--- src/rtl/sync_fifo_param_if.sv ---
// Handshake and status bundle for sync_fifo_param.
// The producer/consumer side uses the master modport; the FIFO uses the slave modport.
interface sync_fifo_param_if #(
  parameter int DATA_W = 128,
  parameter int CW     = 5
);
  logic              i_flush;
  logic              i_wren;
  logic [DATA_W-1:0] i_wrdata;
  logic              i_rden;
  logic [DATA_W-1:0] o_rddata;
  logic              o_full;
  logic              o_empty;
  logic              o_alm_full;
  logic              o_alm_empty;
  logic [CW-1:0]     o_count;
  logic              o_overflow;
  logic              o_underflow;

  modport master (
    output i_flush, i_wren, i_wrdata, i_rden,
    input  o_rddata, o_full, o_empty, o_alm_full, o_alm_empty, o_count,
           o_overflow, o_underflow
  );

  modport slave (
    input  i_flush, i_wren, i_wrdata, i_rden,
    output o_rddata, o_full, o_empty, o_alm_full, o_alm_empty, o_count,
           o_overflow, o_underflow
  );
endinterface

--- src/rtl/sync_fifo_param.sv ---
// Parametrised single-clock FIFO with fill count, synchronous flush and registered status flags.
// Define FIFO_ERR_FLAGS_EN to enable the sticky overflow/underflow flags.
module sync_fifo_param #(
  parameter int DATA_W       = 128,
  parameter int DEPTH        = 16,
  parameter int ALM_FULL_TH  = 14,
  parameter int ALM_EMPTY_TH = 2
) (
  input  logic             clk,
  input  logic             rst,
  sync_fifo_param_if.slave bus
);
  localparam int AW = $clog2(DEPTH);
  localparam int CW = AW + 1;

  generate
    if (DATA_W < 1) begin : g_bad_width
      $error("sync_fifo_param: DATA_W must be >= 1");
    end
    if (DEPTH < 4 || (DEPTH & (DEPTH - 1)) != 0) begin : g_bad_depth
      $error("sync_fifo_param: DEPTH must be a power of two >= 4");
    end
    if (ALM_FULL_TH < 1 || ALM_FULL_TH > DEPTH - 1) begin : g_bad_afull
      $error("sync_fifo_param: ALM_FULL_TH out of range");
    end
    if (ALM_EMPTY_TH < 0 || ALM_EMPTY_TH > DEPTH - 2 || ALM_EMPTY_TH >= ALM_FULL_TH) begin : g_bad_aempty
      $error("sync_fifo_param: ALM_EMPTY_TH out of range");
    end
  endgenerate

  logic [DATA_W-1:0] mem [DEPTH];

  logic [AW-1:0]     wr_ptr_reg, wr_ptr_next;
  logic [AW-1:0]     rd_ptr_reg, rd_ptr_next;
  logic [CW-1:0]     count_reg, count_next;
  logic              full_reg, empty_reg, alm_full_reg, alm_empty_reg;
  logic [DATA_W-1:0] rddata_reg;
  logic              rd_ok, wr_ok;

  assign rd_ok = bus.i_rden && !empty_reg;
  assign wr_ok = bus.i_wren && (!full_reg || rd_ok);

  always_comb begin
    wr_ptr_next = wr_ptr_reg;
    rd_ptr_next = rd_ptr_reg;
    count_next  = count_reg;
    if (bus.i_flush) begin
      wr_ptr_next = '0;
      rd_ptr_next = '0;
      count_next  = '0;
    end else begin
      if (wr_ok) wr_ptr_next = wr_ptr_reg + 1'b1;
      if (rd_ok) rd_ptr_next = rd_ptr_reg + 1'b1;
      if (wr_ok && !rd_ok)      count_next = count_reg + 1'b1;
      else if (rd_ok && !wr_ok) count_next = count_reg - 1'b1;
    end
  end

  // Flags come from the next count so they always agree with o_count.
  always_ff @(posedge clk or negedge rst) begin
    if (!rst) begin
      wr_ptr_reg    <= '0;
      rd_ptr_reg    <= '0;
      count_reg     <= '0;
      full_reg      <= 1'b0;
      empty_reg     <= 1'b1;
      alm_full_reg  <= 1'b0;
      alm_empty_reg <= 1'b1;
    end else begin
      wr_ptr_reg    <= wr_ptr_next;
      rd_ptr_reg    <= rd_ptr_next;
      count_reg     <= count_next;
      full_reg      <= (count_next == CW'(DEPTH));
      empty_reg     <= (count_next == '0);
      alm_full_reg  <= (count_next >= CW'(ALM_FULL_TH));
      alm_empty_reg <= (count_next <= CW'(ALM_EMPTY_TH));
    end
  end

  // Storage has no reset so it maps onto block RAM.
  always_ff @(posedge clk) begin
    if (wr_ok && !bus.i_flush) mem[wr_ptr_reg] <= bus.i_wrdata;
  end

  always_ff @(posedge clk or negedge rst) begin
    if (!rst)                       rddata_reg <= '0;
    else if (rd_ok && !bus.i_flush) rddata_reg <= mem[rd_ptr_reg];
  end

`ifdef FIFO_ERR_FLAGS_EN
  logic overflow_reg, underflow_reg;

  always_ff @(posedge clk or negedge rst) begin
    if (!rst) begin
      overflow_reg  <= 1'b0;
      underflow_reg <= 1'b0;
    end else begin
      if (bus.i_wren && full_reg && !bus.i_rden) overflow_reg  <= 1'b1;
      if (bus.i_rden && empty_reg)               underflow_reg <= 1'b1;
    end
  end

  assign bus.o_overflow  = overflow_reg;
  assign bus.o_underflow = underflow_reg;
`else
  assign bus.o_overflow  = 1'b0;
  assign bus.o_underflow = 1'b0;
`endif

  assign bus.o_rddata    = rddata_reg;
  assign bus.o_full      = full_reg;
  assign bus.o_empty     = empty_reg;
  assign bus.o_alm_full  = alm_full_reg;
  assign bus.o_alm_empty = alm_empty_reg;
  assign bus.o_count     = count_reg;
endmodule
--- src/flat_wrapper.sv ---
// flat-port wrapper written by rule: the top's interface ports become plain ports
module sync_fifo_param_flat 
#(
  parameter int DATA_W       = 128,
  parameter int DEPTH        = 16,
  parameter int ALM_FULL_TH  = 14,
  parameter int ALM_EMPTY_TH = 2
)
  (clk, rst, bus_i_flush, bus_i_wren, bus_i_wrdata, bus_i_rden, bus_o_rddata, bus_o_full, bus_o_empty, bus_o_alm_full, bus_o_alm_empty, bus_o_count, bus_o_overflow, bus_o_underflow);
  sync_fifo_param_if #(.DATA_W(DATA_W)) bus_i ();
  input  logic clk;
  input  logic rst;
  input wire logic [$bits(bus_i.i_flush)-1:0] bus_i_flush;
  input wire logic [$bits(bus_i.i_wren)-1:0] bus_i_wren;
  input wire logic [$bits(bus_i.i_wrdata)-1:0] bus_i_wrdata;
  input wire logic [$bits(bus_i.i_rden)-1:0] bus_i_rden;
  output wire logic [$bits(bus_i.o_rddata)-1:0] bus_o_rddata;
  output wire logic [$bits(bus_i.o_full)-1:0] bus_o_full;
  output wire logic [$bits(bus_i.o_empty)-1:0] bus_o_empty;
  output wire logic [$bits(bus_i.o_alm_full)-1:0] bus_o_alm_full;
  output wire logic [$bits(bus_i.o_alm_empty)-1:0] bus_o_alm_empty;
  output wire logic [$bits(bus_i.o_count)-1:0] bus_o_count;
  output wire logic [$bits(bus_i.o_overflow)-1:0] bus_o_overflow;
  output wire logic [$bits(bus_i.o_underflow)-1:0] bus_o_underflow;
  assign bus_i.i_flush = bus_i_flush;
  assign bus_i.i_wren = bus_i_wren;
  assign bus_i.i_wrdata = bus_i_wrdata;
  assign bus_i.i_rden = bus_i_rden;
  assign bus_o_rddata = bus_i.o_rddata;
  assign bus_o_full = bus_i.o_full;
  assign bus_o_empty = bus_i.o_empty;
  assign bus_o_alm_full = bus_i.o_alm_full;
  assign bus_o_alm_empty = bus_i.o_alm_empty;
  assign bus_o_count = bus_i.o_count;
  assign bus_o_overflow = bus_i.o_overflow;
  assign bus_o_underflow = bus_i.o_underflow;
  sync_fifo_param #(.DATA_W(DATA_W), .DEPTH(DEPTH), .ALM_FULL_TH(ALM_FULL_TH), .ALM_EMPTY_TH(ALM_EMPTY_TH)) u_core (.clk(clk), .rst(rst), .bus(bus_i));
endmodule
--- config.mk ---
export PLATFORM = sky130hd
export DESIGN_NAME = sync_fifo_param_flat
export DESIGN_NICKNAME = d
export VERILOG_FILES = /design/src/rtl/sync_fifo_param_if.sv /design/src/rtl/sync_fifo_param.sv /design/src/flat_wrapper.sv
export SDC_FILE = /design/constraint.sdc
export NUM_CORES = 2
export LEC_CHECK = 0
export ABC_CLOCK_PERIOD_IN_PS = 12790
export CAP_MARGIN = 20
export CORE_MARGIN = 8
export CORE_UTILIZATION = 58
export DETAILED_ROUTE_END_ITERATION = 7
export DONT_BUFFER_PORTS = 1
export PLACE_DENSITY = 0.8
export SYNTH_ARGS = -nofsm -noshare
export SYNTH_HDL_FRONTEND = slang
export SYNTH_SLANG_ARGS = --single-unit
--- constraint.sdc ---
create_clock -name clk -period 12.79 [get_ports clk]
set_input_delay 1.279 -clock clk [delete_from_list [all_inputs] [get_ports clk]]
set_output_delay 1.279 -clock clk [all_outputs]
set_load 0.01 [all_outputs]
==> results.tsv <==
stage	metric	value	unit
status	outcome	finished, final reports clean	
layout	Area Overhead vs Synth	10.9	%
placement	hpwl dp	93.9	mm
global_routing	first-pass GRT wire length	277	mm
die	core area	142000	µm²
power_and_ir_drop	Sequential Power Share	52.1	%
placement	pre-CTS WS	7.95	ns
layout	share of cells above drive strength 1	26.5	%
sta	f_max	204	MHz
worst_setup_path	CP required	13.48	ns
worst_setup_path	crit path max fanout	69	
cts	clk sink count	2193	
cts	worst skew pair latency	0.83	ns
sta	Slew Limit Fails	0	
global_routing	largest net degree at the start of global routing	164	
power_and_ir_drop	Gate power share	10.7	%
worst_hold_path	hold crit path type	in -> async	
layout	nets@finish	3818	
placement	Post-Place Cells	5361	
route	post-route ant nets	0	
logic_synthesis	Post-synth ARST share	6.61	%
route	via count	38500	
route	final WL	190	mm
worst_setup_path	Crit. End Element	register	
power_and_ir_drop	sw frac	24.0	%
logic_synthesis	FF+latch count, synth	2193	
logic_synthesis	largest family of logic cells by synthesized area	multiplexers	
die	die footprint	155000	µm²
power_and_ir_drop	clock share of power	37.2	%
power_and_ir_drop	PD cells	180	nW/µm²
cts	Post-CTS Setup Inserts	0	
cts	CTS tree	yes	
route	Vias/cell	6.70	
worst_setup_path	crit path DAT	5.60	ns
route	1st-pass router iterations	7	
worst_setup_path	flop2flop setup slack	7.89	ns
power_and_ir_drop	total power	16.5	mW
layout	max reg flops	2048	
logic_synthesis	count of different cell masters after synthesis	41	
power_and_ir_drop	Peak VDD IR	196	µV
die	die width	394	µm
placement	routability cong.	0.751	
power_and_ir_drop	Psw	3.97	mW
logic_synthesis	sequential area share after synthesis	78.7	%
global_routing	vias in the first global route	40800	
sta	final hold vios	0	
flow_run	number of max-cap violations	0	
cts	CTS HTree Levels	4	
sta	Final Setup Violations	0	
sta	hold slack	0.180	ns
die	row count	138	
power_and_ir_drop	internal power	12.6	mW
global_routing	initial antenna violation count	6	
cts	clk slew on worst S/H paths	0.06	ns
sta	TNS Setup	0	ns
logic_synthesis	Mapped Cells	3623	
logic_synthesis	Adder-Cell Fraction of Synth Area	0.106	%
cts	Num CTS Buffers	205	
logic_synthesis	Avg Inst Size Synth	22.8	µm²
sta	Least-Margin Pin Slew	1.09	ns
sta	final worst setup slack	7.89	ns
route	WL/cell	33.1	µm
sta	crit path time final	4.90	ns
logic_synthesis	Ys Warns	0	
cts	Resized Gates After CTS	0	
global_routing	overall routing resource usage	24.2	%
logic_synthesis	number of synthesized flops with an enable pin	2048	
die	starting density of the core	58.5	%
sta	RSZ-0062 raised after global routing	no	
worst_setup_path	Worst R2R End	u_core.bus.o_rddata[24]$_DFFE_PN0P_	
layout	fillcell total	8599	
route	DRC Markers	0	
sta	clock skew	0.0379	ns
die	Chip Height	394	µm
sta	relative slew slack	27.4	%
logic_synthesis	Post-Synth Simple-Gate Area	0.611	%
die	I/O Pins	272	
logic_synthesis	XOR/XNOR Fraction of Synth Area	0.0846	%
layout	Post-Layout Cell Count	5748	
cts	CTS max path bufs	3	
worst_setup_path	R2R depth	8	
layout	Biggest register	u_core.mem	
worst_setup_path	crit path kind	reg -> reg	
worst_setup_path	Setup crit start kind	register	
global_routing	grt ovf	0	
placement	port bufs	0	
logic_synthesis	Synth Area in Compound Gates	2.40	%
logic_synthesis	prevailing post-synth register cell	edfxtp_1	
power_and_ir_drop	Leakage	28.0	nW
route	Iteration-0 DRC Markers	4225	
cts	Root Buffer	clkbuf_16	
logic_synthesis	mux share of post-synthesis cell area	17.0	%
logic_synthesis	Cell Area, Synth	82800	µm²
sta	period utilization	38.3	%
cts	CTS Hold Bufs	0	
worst_setup_path	origin of the critical flop-to-flop path	u_core.rd_ptr_reg[1]$_DFFE_PN0P_	
==> area by class of cell <==
type	instances	area, µm²	share of cell area (%)
sequential	2193	65100	71.0
multi-input combinational	1220	16800	18.3
clock buffer	283	5780	6.29
tap	1890	2360	2.58
clock inverter	101	1060	1.16
timing repair buffer	54	601	0.654
inverter	4	15.0	0.0164
antenna	3	7.51	0.00818
==> cell usage in the layout, fill, tap and decap left out, types with 17 or more instances in the layout <==
cell type,instances
a21oi_1,81
mux2i_1,164
o22ai_1,80
mux2_2,145
a221oi_1,18
a21boi_0,18
clkinv_2,45
nor3_1,30
clkbuf_16,208
dfrtp_1,139
edfxtp_1,2048
buf_4,39
a31oi_1,36
bufinv_16,17
clkbuf_1,46
nor2_1,28
mux4_2,478
clkinv_1,24
a221o_1,29
clkbuf_8,29
o21ai_0,37
==> layer usage <==
metal	vias to the layer above	wire length [µm]	GRT usage (%)
met4	0	6540	8.62
li1	15500	-	-
met5	-	0	0
met1	20500	67900	30.5
met3	362	19600	6.74
met2	2211	96500	40.6
==> cell families after synthesis <==
| group | after synthesis |
|---|---|
| muxes | 787 |
| and+or+nand+nor | 107 |
| DFF | 2193 |
| other | 1 |
| buffers and inverters | 211 |
| adders and majority gates | 7 |
| xor gates and xnor gates | 8 |
| AOI/OAI and AO/OA | 309 |
==> how the worst max path moves through the flow <==
stage	cells after the start	end	slack, ns	startpoint
2_1_floorplan	6	u_core.mem[0][0]$_DFFE_PP_	1.16	bus_i_rden
3_3_place_gp	6	u_core.mem[14][81]$_DFFE_PP_	8.01	bus_i_rden
3_5_place_dp	6	u_core.mem[14][97]$_DFFE_PP_	7.95	bus_i_rden
4_1_cts	8	u_core.bus.o_rddata[24]$_DFFE_PN0P_	7.96	u_core.rd_ptr_reg[1]$_DFFE_PN0P_
5_1_grt	7	u_core.bus.o_rddata[118]$_DFFE_PN0P_	7.72	u_core.rd_ptr_reg[1]$_DFFE_PN0P_
6_report	8	u_core.bus.o_rddata[24]$_DFFE_PN0P_	7.89	u_core.rd_ptr_reg[1]$_DFFE_PN0P_
==> worst max-delay path, cell delays in order, from the launching register on <==
cell and delay [ns]:
dfrtp_4 0.89, buf_4 0.82, buf_4 0.80, buf_4 0.94, mux4_2 0.45, mux2i_1 0.15, nor2_1 0.07, a21oi_1 0.19
o21ai_0 0.11
==> synthesized netlist by cell type (all sizes together) (3+ instances only) <==
library cell  number  area, µm²
inv                4       15.0
o21ai             37        185
dfrtp            143       3580
nor3              34        170
o22ai             80        500
a21boi            19        143
buf              111        582
nor2              42        158
mux2i            164       1640
edfxtp          2048      61500
mux4             478      10800
a221oi            18        158
xor2               5       43.8
ha                 7       87.6
xnor2              3       26.3
nor2b              5       31.3
a21oi             81        405
mux2             145       1630
a31oi             36        225
clkbuf            96        360
a221o             29        290
a2bb2oi            4       35.0
nand2             10       37.5
nand2b             5       31.3
==> power groups by stage <==
stage / Sequential, mW / Clock (mW) / Combinational, mW
after floorplan: 8.52 / 0 / 1.47
after global placement: 8.76 / 0 / 1.72
after detailed placement: 8.77 / 0 / 1.77
after CTS: 8.63 / 6.21 / 1.80
after global routing: 8.65 / 6.46 / 1.91
final: 8.61 / 6.15 / 1.78
==> metrics by stage <==
step                area, µm²  util, %
floorplan               82800        -
global placement        84900     60.0
detailed placement      85000     60.0
CTS                     91800     64.8
finish                  91800     64.8
global route            91800     64.8
No activity file was read; power rests on OpenSTA's default activity.
